--- src/rtl/cv32e41s_b_clmul_iter.sv ---
// Iterative carry-less multiplier (CLMUL / CLMULH / CLMULR) for the bit-manipulation unit.
// Consumes BITS_PER_CYCLE bits of op_b per cycle, LSB first, into a 2*XLEN accumulator.
module cv32e41s_b_clmul_iter #(
  parameter int unsigned XLEN           = 32,
  parameter int unsigned BITS_PER_CYCLE = 4
) (
  input  logic            clk,
  input  logic            rst,
  input  logic            valid_i,
  output logic            ready_o,
  input  logic [1:0]      op_i,
  input  logic [XLEN-1:0] op_a_i,
  input  logic [XLEN-1:0] op_b_i,
  input  logic            kill_i,
  output logic            valid_o,
  input  logic            ready_i,
  output logic [XLEN-1:0] result_o
);

  localparam int unsigned NUM_ITER = XLEN / BITS_PER_CYCLE;
  localparam int unsigned CNT_W    = (NUM_ITER > 1) ? $clog2(NUM_ITER) : 1;

  if (!(BITS_PER_CYCLE == 1 || BITS_PER_CYCLE == 2 || BITS_PER_CYCLE == 4 ||
        BITS_PER_CYCLE == 8 || BITS_PER_CYCLE == 16 || BITS_PER_CYCLE == 32) ||
      (XLEN % BITS_PER_CYCLE) != 0) begin : g_bad_bits_per_cycle
    $error("BITS_PER_CYCLE must be 1/2/4/8/16/32 and divide XLEN");
  end

  typedef enum logic [1:0] {IDLE, BUSY, DONE} state_e;

  localparam logic [1:0] OP_CLMUL  = 2'b00;
  localparam logic [1:0] OP_CLMULH = 2'b01;
  localparam logic [1:0] OP_CLMULR = 2'b10;

  state_e              state_q, state_d;
  logic [1:0]          op_q, op_d;
  logic [2*XLEN-1:0]   a_q, a_d;      // op_a pre-shifted to the weight of the next b bit
  logic [XLEN-1:0]     b_q, b_d;
  logic [2*XLEN-1:0]   acc_q, acc_d;
  logic [CNT_W-1:0]    cnt_q, cnt_d;
  logic [XLEN-1:0]     result_q, result_d;

  logic [2*XLEN-1:0]   partial;
  logic [2*XLEN-1:0]   acc_nxt;
  logic [XLEN-1:0]     result_sel;

  // Partial product of this slice of op_b; XOR only, so no carries cross bit positions.
  always_comb begin
    partial = '0;
    for (int unsigned j = 0; j < BITS_PER_CYCLE; j++) begin
      if (b_q[j]) partial = partial ^ (a_q << j);
    end
    acc_nxt = acc_q ^ partial;

    unique case (op_q)
      OP_CLMUL:  result_sel = acc_nxt[XLEN-1:0];
      OP_CLMULH: result_sel = acc_nxt[2*XLEN-1:XLEN];
      OP_CLMULR: result_sel = acc_nxt[2*XLEN-2:XLEN-1];
      default:   result_sel = '0;
    endcase
  end

  // NOTE: every signal assigned in this block gets a default first, so no latches are inferred.
  always_comb begin
    state_d  = state_q;
    op_d     = op_q;
    a_d      = a_q;
    b_d      = b_q;
    acc_d    = acc_q;
    cnt_d    = cnt_q;
    result_d = result_q;

    // Kill wins over everything and must not load result_o on the last BUSY cycle.
    if (kill_i) begin
      state_d = IDLE;
    end else begin
      unique case (state_q)
        IDLE: begin
          if (valid_i) begin
            state_d = BUSY;
            op_d    = op_i;
            a_d     = {{XLEN{1'b0}}, op_a_i};
            b_d     = op_b_i;
            acc_d   = '0;
            cnt_d   = CNT_W'(NUM_ITER - 1);
          end
        end
        BUSY: begin
          acc_d = acc_nxt;
          a_d   = a_q << BITS_PER_CYCLE;
          b_d   = b_q >> BITS_PER_CYCLE;
          cnt_d = cnt_q - CNT_W'(1);
          if (cnt_q == '0) begin
            state_d  = DONE;
            result_d = result_sel;
          end
        end
        DONE: begin
          if (ready_i) state_d = IDLE;
        end
        default: state_d = IDLE;
      endcase
    end
  end

  // NOTE: state registers use non-blocking assignments so all flops update together on the edge.
  always_ff @(posedge clk) begin
    if (rst) begin
      state_q  <= IDLE;
      op_q     <= '0;
      a_q      <= '0;
      b_q      <= '0;
      acc_q    <= '0;
      cnt_q    <= '0;
      result_q <= '0;
    end else begin
      state_q  <= state_d;
      op_q     <= op_d;
      a_q      <= a_d;
      b_q      <= b_d;
      acc_q    <= acc_d;
      cnt_q    <= cnt_d;
      result_q <= result_d;
    end
  end

  assign ready_o  = (state_q == IDLE);
  assign valid_o  = (state_q == DONE);
  assign result_o = result_q;

endmodule

--- config.mk ---
export PLATFORM = sky130hd
export DESIGN_NAME = cv32e41s_b_clmul_iter
export DESIGN_NICKNAME = d
export VERILOG_FILES = /design/src/rtl/cv32e41s_b_clmul_iter.sv
export SDC_FILE = /design/constraint.sdc
export NUM_CORES = 1
export LEC_CHECK = 0
export CORE_ASPECT_RATIO = 1.2
export CORE_MARGIN = 5
export CORE_UTILIZATION = 43
export CTS_BUF_LIST = sky130_fd_sc_hd__clkbuf_4 sky130_fd_sc_hd__clkbuf_8
export DETAILED_ROUTE_END_ITERATION = 6
export PLACE_DENSITY_LB_ADDON = 0.08
export SYNTH_ARGS = -nofsm -noshare
export SYNTH_HDL_FRONTEND = slang
export SYNTH_SLANG_ARGS = --single-unit
--- constraint.sdc ---
create_clock -name clk -period 3.1 [get_ports clk]
set_clock_uncertainty 0.05 [all_clocks]
set_input_delay 0.31 -clock clk [delete_from_list [all_inputs] [get_ports clk]]
set_output_delay 0.31 -clock clk [all_outputs]
set_load 0.03 [all_outputs]
==> summary.txt, run 1 <==
Outcome
  – Status: finished, violations left
  – Failing checks: design-rule violations

Clocking
  – Post-CTS Setup Inserts: 0
  – Hold buffer count at CTS: 0
  – Clock Sinks: 199
  – CTS max path bufs: 2
  – Total CTS buffers: 17
  – Reg clk slew, reported paths: approximately 140 ps
  – Clk_lat worst skew: just over 500 ps
  – Resized Gates After CTS: 0
  – H-tree depth: 4
  – Root Driver: clkbuf_8
  – CTS tree: built

Critical path
  – Reg2reg end: result_o[25]
  – Crit path launch type: register
  – FF-to-FF Start: b_q[1]
  – Worst EP required: about 3500 ps
  – Crit-path max cell delay: about 970 ps
  – Cell Chain, Critical Path: buf_4 > buf_4 > and2_1 > xnor2_1 > mux2_2 > a21o_1 > a31oi_1
  – CP startpoint: b_q[1]
  – Worst setup EP type: register
  – Most used cell, CP: buf_4
  – WS Path Type: register to register
  – Setup crit end: result_o[25]
  – CP arrival: around 3000 ps
  – Flop-to-flop setup slack: approximately 480 ps
  – CP max FO: 37
  – R2R depth: 7
  – CP max stage cell: dfxtp_2

GRT
  – GRT overflow: 0
  – Total track usage: 0.2364
  – Global-route wire length before repair: roughly 66000 µm
  – Largest net degree at the start of global routing: 80
  – Vias in the first global route: about 12000
  – Initial antenna violation count: 0

Synthesis
  – Post-synth EDFFs: 0
  – Synth area leader: dfxtp_1
  – Adder-Cell Fraction of Synth Area: 0.001862
  – Multiplexer area fraction after synthesis: 0.01257
  – Synthesized area: between 10000 and 15000 µm²
  – Synth Area in XOR/XNOR: 0.1961
  – Synth Area in Compound Gates: 0.2091
  – Cells after synthesis: roughly 1700
  – Synth area leaders: dfxtp_1 (30%), xnor2_1 (9.6%), nand2_1 (9.0%), o21ai_0 (5.2%), nor2_1 (5.2%)
  – Post-Syn Nets: between 1500 and 2000
  – Async SR Flop Fraction: 0
  – Synth unique cells: slightly below 80
  – Syn_area_per_cell: approximately 7.8 µm²
  – Register area share after synthesis: 0.2964
  – FF+latch count, synth: a little under 200
  – Ys Warns: 0
  – Largest family of logic cells by synthesized area: simple AND/OR/NAND/NOR gates
  – Simple-gate share of the synthesized area: 0.2258
  – Area share of the largest cell type after synthesis: 0.2964
  – Post-synth top flop: dfxtp_1

Timing
  – Tmin final: 2616 ps
  – Final Hold Viols: 0
  – Setup TNS: 0 ps
  – Fmax: about 0.38 GHz
  – Final Setup Violations: 0
  – Crit share post-route: 0.8439
  – Max-slew violations: 0
  – Worst slew pin tran: ~950 ps
  – Max_slew headroom: 0.3677
  – Setup ws final: 484.0 ps
  – RSZ-0062 raised after global routing: no

Pwr
  – Peak VDD IR: ~0.00028 V
  – Power Density: roughly 350 nW/µm²
  – P_leak: between 5 and 6 nW

Die
  – Initial Util: 0.4323
  – Chip height: between 200 and 250 µm
  – # rows: between 70 and 80
  – Die width: 171.4 µm
  – Core ar.: between 30000 and 40000 µm²
  – Die Footprint: approximately 35000 µm²
  – Io pins: roughly 110

Finish
  – Final nets: around 1800
  – Register area: approximately 4000 µm²
  – Multi-input logic area: 8730 µm²
  – Synthesis-to-finish area growth: 13.10%
  – Ant. Diodes: 0
  – Ratio of cells with drive above 1 in the final layout: 0.07509
  – Filler cells: roughly 3100

Place
  – Dpl ws: just under 600 ps
  – Routability cong.: between 0.8 and 0.9
  – Hpwl dp: around 27000 µm
  – PortBufs: ~100

Routing
  – Final ANT Viol Nets: 0
  – Pre-antenna DRT Iters: 7
  – DR iter-0 viols: 1265
  – WL/cell: approximately 19 µm
  – Via density per instance: between 5 and 6
  – Via count: approximately 13000
  – DRC viols: 12
  – DRT Wirelength: around 42000 µm

Run
  – Max-cap violations: 0

Min path
  – HP Class: input pin to register
## layer usage
layer,part of all wire,GRT usage,vias up
met5,0,0,-
met4,0.018,0.05972,0
met3,0.062,0.03490,55
met2,0.47,0.3880,428
met1,0.45,0.3271,6036
li1,-,-,6121
## worst max-delay path, delay by kind of cell, from the launching register on
kind	cells	cell delay, ps
AOI/OAI and AO/OA	2	310
xor gates and xnor gates	1	190
buffers and inverters	2	430
DFF	1	970
muxes	1	360
and+or+nand+nor	1	220
## metrics by stage
| stage | instances | total power, mW | hold WS [ps] | util | instance area [µm²] |
|---|---|---|---|---|---|
| 2_1_floorplan | 1732 | 3.124 | 339.3 | - | 13440 |
| 6_report | 2159 | 5.257 | 160.3 | 0.4889 | 15200 |
| 5_1_grt | 2159 | 5.462 | 170.3 | 0.4889 | 15200 |
| 4_1_cts | 2159 | 5.298 | 142.4 | 0.4889 | 15200 |
| 3_3_place_gp | 2127 | 3.433 | 401.6 | 0.4747 | 14760 |
| 3_5_place_dp | 2127 | 3.436 | 417.8 | 0.4747 | 14760 |
## flip-flops by register name (all words and copies together) (netlist names)
signal and count:
state_q 2, result_o 32, acc_q 64, op_q 2, b_q 32, a_q 64
cnt_q 3
## worst min path at each step
stage               cells after the start          to       from  slack [ps]
finish                                  2     a_q[14]        rst         160
global route                            2     a_q[63]        rst         170
CTS                                     2     a_q[14]        rst         140
detailed placement                      1   acc_q[18]  acc_q[18]         420
global placement                        1    acc_q[7]   acc_q[7]         400
floorplan                               1  state_q[1]     kill_i         340
## report_power, final
group / total (mW) / leakage [nW] / switching, mW / internal [mW]
Clock: 1.88 / 0.219 / 1.22 / 0.655
Combinational: 0.671 / 3.33 / 0.397 / 0.274
Sequential: 2.71 / 1.61 / 0.0898 / 2.62
## placed cells by master, fill, tap and decap left out, drive strengths merged, types with 5 or more instances in the layout
cell           Yosys  routed
a21o              16      16
nor3              22      22
a22oi             45      45
nor4               7       7
or4                5       5
o211ai            11      11
nand2b             6       6
and3               6       6
o21ai            140     140
or3               16      16
and2              18      18
clkbuf            98      17
o31ai             13      13
clkinv             0       5
mux2               7       7
o221a             10      10
a222oi            57      57
nand3             40      40
buf               55      44
a31oi             25      25
xor2              75      75
a21oi             43      43
clkdlybuf4s50      0     103
a211oi             5       5
xnor2            153     153
xnor3             23      23
mux2i              9       9
nand4             26      26
dfxtp            199     199
inv               11      21
nor2             186     186
nand2            331     331
a41oi              5       5
o22ai              5       5
## Yosys cell counts (all sizes together), types with 18 or more instances
library cell,n
dfxtp,199
nand2,331
xnor3,23
a21oi,43
a222oi,57
xor2,75
and2,18
a31oi,25
nor2,186
buf,55
xnor2,153
o21ai,140
nor3,22
a22oi,45
nand3,40
nand4,26
clkbuf,98
## logic make-up (layout without fill, tap and decap cells)
kind of cell             count (synthesis)  after routing
AO/OA/AOI/OAI                          409            409
XOR/XNOR                               252            252
adder cells (fa/ha/maj)                  2              2
buffers and inverters                  164            190
flip-flops                             199            199
multiplexers                            16             16
AND/OR/NAND/NOR                        690            690
## area by class of cell
class / instances / area share
Multi-Input combinational cell: 1369 / 0.5743
Sequential cell: 199 / 0.2624
Timing Repair Buffer: 147 / 0.09861
Tap cell: 401 / 0.03301
Clock buffer: 17 / 0.01539
Clock inverter: 15 / 0.01358
Inverter: 11 / 0.002716
No activity file was read; power rests on OpenSTA's default activity.
==> run 2, diff against run 1 <==
==> constraint.sdc (replaced) <==
create_clock -name clk -period 2.6 [get_ports clk]
set_clock_uncertainty 0.05 [all_clocks]
set_input_delay 0.26 -clock clk [delete_from_list [all_inputs] [get_ports clk]]
set_output_delay 0.26 -clock clk [all_outputs]
set_load 0.03 [all_outputs]
==> summary.txt, run 2 (synthesized netlist as in run 1, its figures left out) <==
GRT
  – Global-route wire length before repair: between 60000 and 70000 µm
  – GRT overflow: 0
  – Largest net degree at the start of global routing: 69
  – Vias in the first global route: between 10000 and 15000
  – Initial antenna violation count: 0
  – Total track usage: 0.2405

Routing
  – Pre-antenna DRT Iters: 5
  – Final ANT Viol Nets: 0
  – DRT Wirelength: between 40000 and 50000 µm
  – Via density per instance: 5.832
  – DR iter-0 viols: about 1100
  – DRC viols: 0
  – Via count: about 13000
  – WL/cell: 19.32 µm

Timing
  – Setup TNS: 0 ps
  – Crit share post-route: 0.9197
  – Final Hold Viols: 0
  – Fmax: approximately 0.42 GHz
  – RSZ-0062 raised after global routing: no
  – Max_slew headroom: 0.6339
  – Final Setup Violations: 0
  – Max-slew violations: 0
  – Worst slew pin tran: approximately 550 ps
  – Tmin final: 2391 ps

Finish
  – Final nets: approximately 1800
  – Largest regs: a_q: 64 flops, acc_q: 64 flops
  – Ant. Diodes: 0
  – Synthesis-to-finish area growth: 14.33%
  – Ratio of cells with drive above 1 in the final layout: 0.08441
  – Core Util, Final: 0.4942
  – Commonest non-fill, non-tap cells in the layout: nand2_1 (321), dfxtp_1 (195), nor2_1 (184), xnor2_1 (147), o21ai_0 (139)
  – Most common cell after layout, fill and taps aside: nand2_1

Pwr
  – P_leak: ~5.3 nW
  – Pwr Total: about 6.2 mW
  – Peak VDD IR: between 0.0002 and 0.0003 V
  – Power Density: approximately 400 nW/µm²

Place
  – Routability cong.: about 0.85
  – PortBufs: 104
  – Hpwl dp: 28230 µm

Min path
  – HP Class: input pin to register

Die
  – Io pins: between 100 and 150
  – Chip height: around 200 µm
  – Initial Util: 0.4323
  – # rows: 71
  – Core ar.: 31090 µm²
  – Die width: 171.4 µm
  – Die Footprint: approximately 35000 µm²

Clocking
  – H-tree depth: 4
  – Hold buffer count at CTS: 0
  – Root Driver: clkbuf_8
  – Clk_lat worst skew: approximately 500 ps
  – Total CTS buffers: 17
  – Reg clk slew, reported paths: 130 ps
  – CTS max path bufs: 2
  – CTS tree: built
  – Post-CTS Setup Inserts: 0
  – Clock Sinks: 199

Critical path
  – Critical path's top delay family: flip-flops
  – Crit path buf inv count: 1
  – CP max FO: 43
  – Worst setup EP type: register
  – WS Path Type: register to register
  – Worst EP required: 3000 ps
  – Crit-path max cell delay: roughly 580 ps
  – CP max stage cell: dfxtp_4
  – CP arrival: around 2800 ps
  – Crit path launch type: register
  – Cell Chain, Critical Path: buf_12 > nand2_2 > xnor2_1 > nand2_1 > mux2_2 > o32ai_1 > o221a_2

Run
  – Max-cap violations: 0

Outcome
  – Status: finished, final reports clean
==> run 2: cell count changes in the layout (fill, tap and decap cells not counted), sizes merged <==
cell    delta
clkinv     -1
inv        +1
buf       +19
==> run 2: area by class of cell <==
| type | instances | area (µm²) |
|---|---|---|
| clock buffers | 17 | 234.0 |
| clock inverters | 15 | 188.9 |
| fillers | 3099 | 15730 |
| inverters | 11 | 41.29 |
| multi-input cells | 1369 | 8727 |
| flip-flops and latches | 199 | 3994 |
| well taps | 401 | 501.7 |
| repair buffers | 166 | 1679 |
==> run 2: through the flow <==
stage	instances	hold WS [ps]	area [µm²]	setup slack, ps
final	2178	95.08	15370	208.7
after detailed placement	2146	420.7	14940	111.9
after global placement	2146	401.1	14940	213.8
after CTS	2178	58.58	15360	94.01
after floorplan	1732	289.3	13440	688.7
after global routing	2178	82.82	15370	98.38
==> run 2: power breakdown <==
group          total (mW)  internal [mW]  switching (mW)
registers            3.23           3.12           0.113
logic               0.820          0.344           0.476
clock network        2.17          0.764            1.41
total                6.22           4.23            2.00
==> run 2: worst paths after layout <==
path / start / end / slack (ps) / cells after the start
hold / removal: rst / cnt_q[0] / 100 / 2
setup / recovery: b_q[2] / result_o[27] / 210 / 7
setup reg to reg: b_q[2] / result_o[27] / 210 / 7
hold reg to reg: acc_q[7] / acc_q[7] / 430 / 1
==> run 2: per-layer routing <==
| metal | GRT usage | vias to the layer above | routed length (µm) | share of wire |
|---|---|---|---|---|
| met5 | 0 | - | 0 | 0 |
| met4 | 0.06085 | 0 | 748 | 0.018 |
| met3 | 0.03645 | 47 | 2391 | 0.057 |
| met1 | 0.3356 | 6116 | 19180 | 0.46 |
| met2 | 0.3903 | 378 | 19750 | 0.47 |
| li1 | - | 6162 | - | - |
==> run 2: timing repair <==
item	CTS	global route
endpoints found under the setup margin	0	2
hold endpoints to repair	0	0
gates resized for setup	0	2
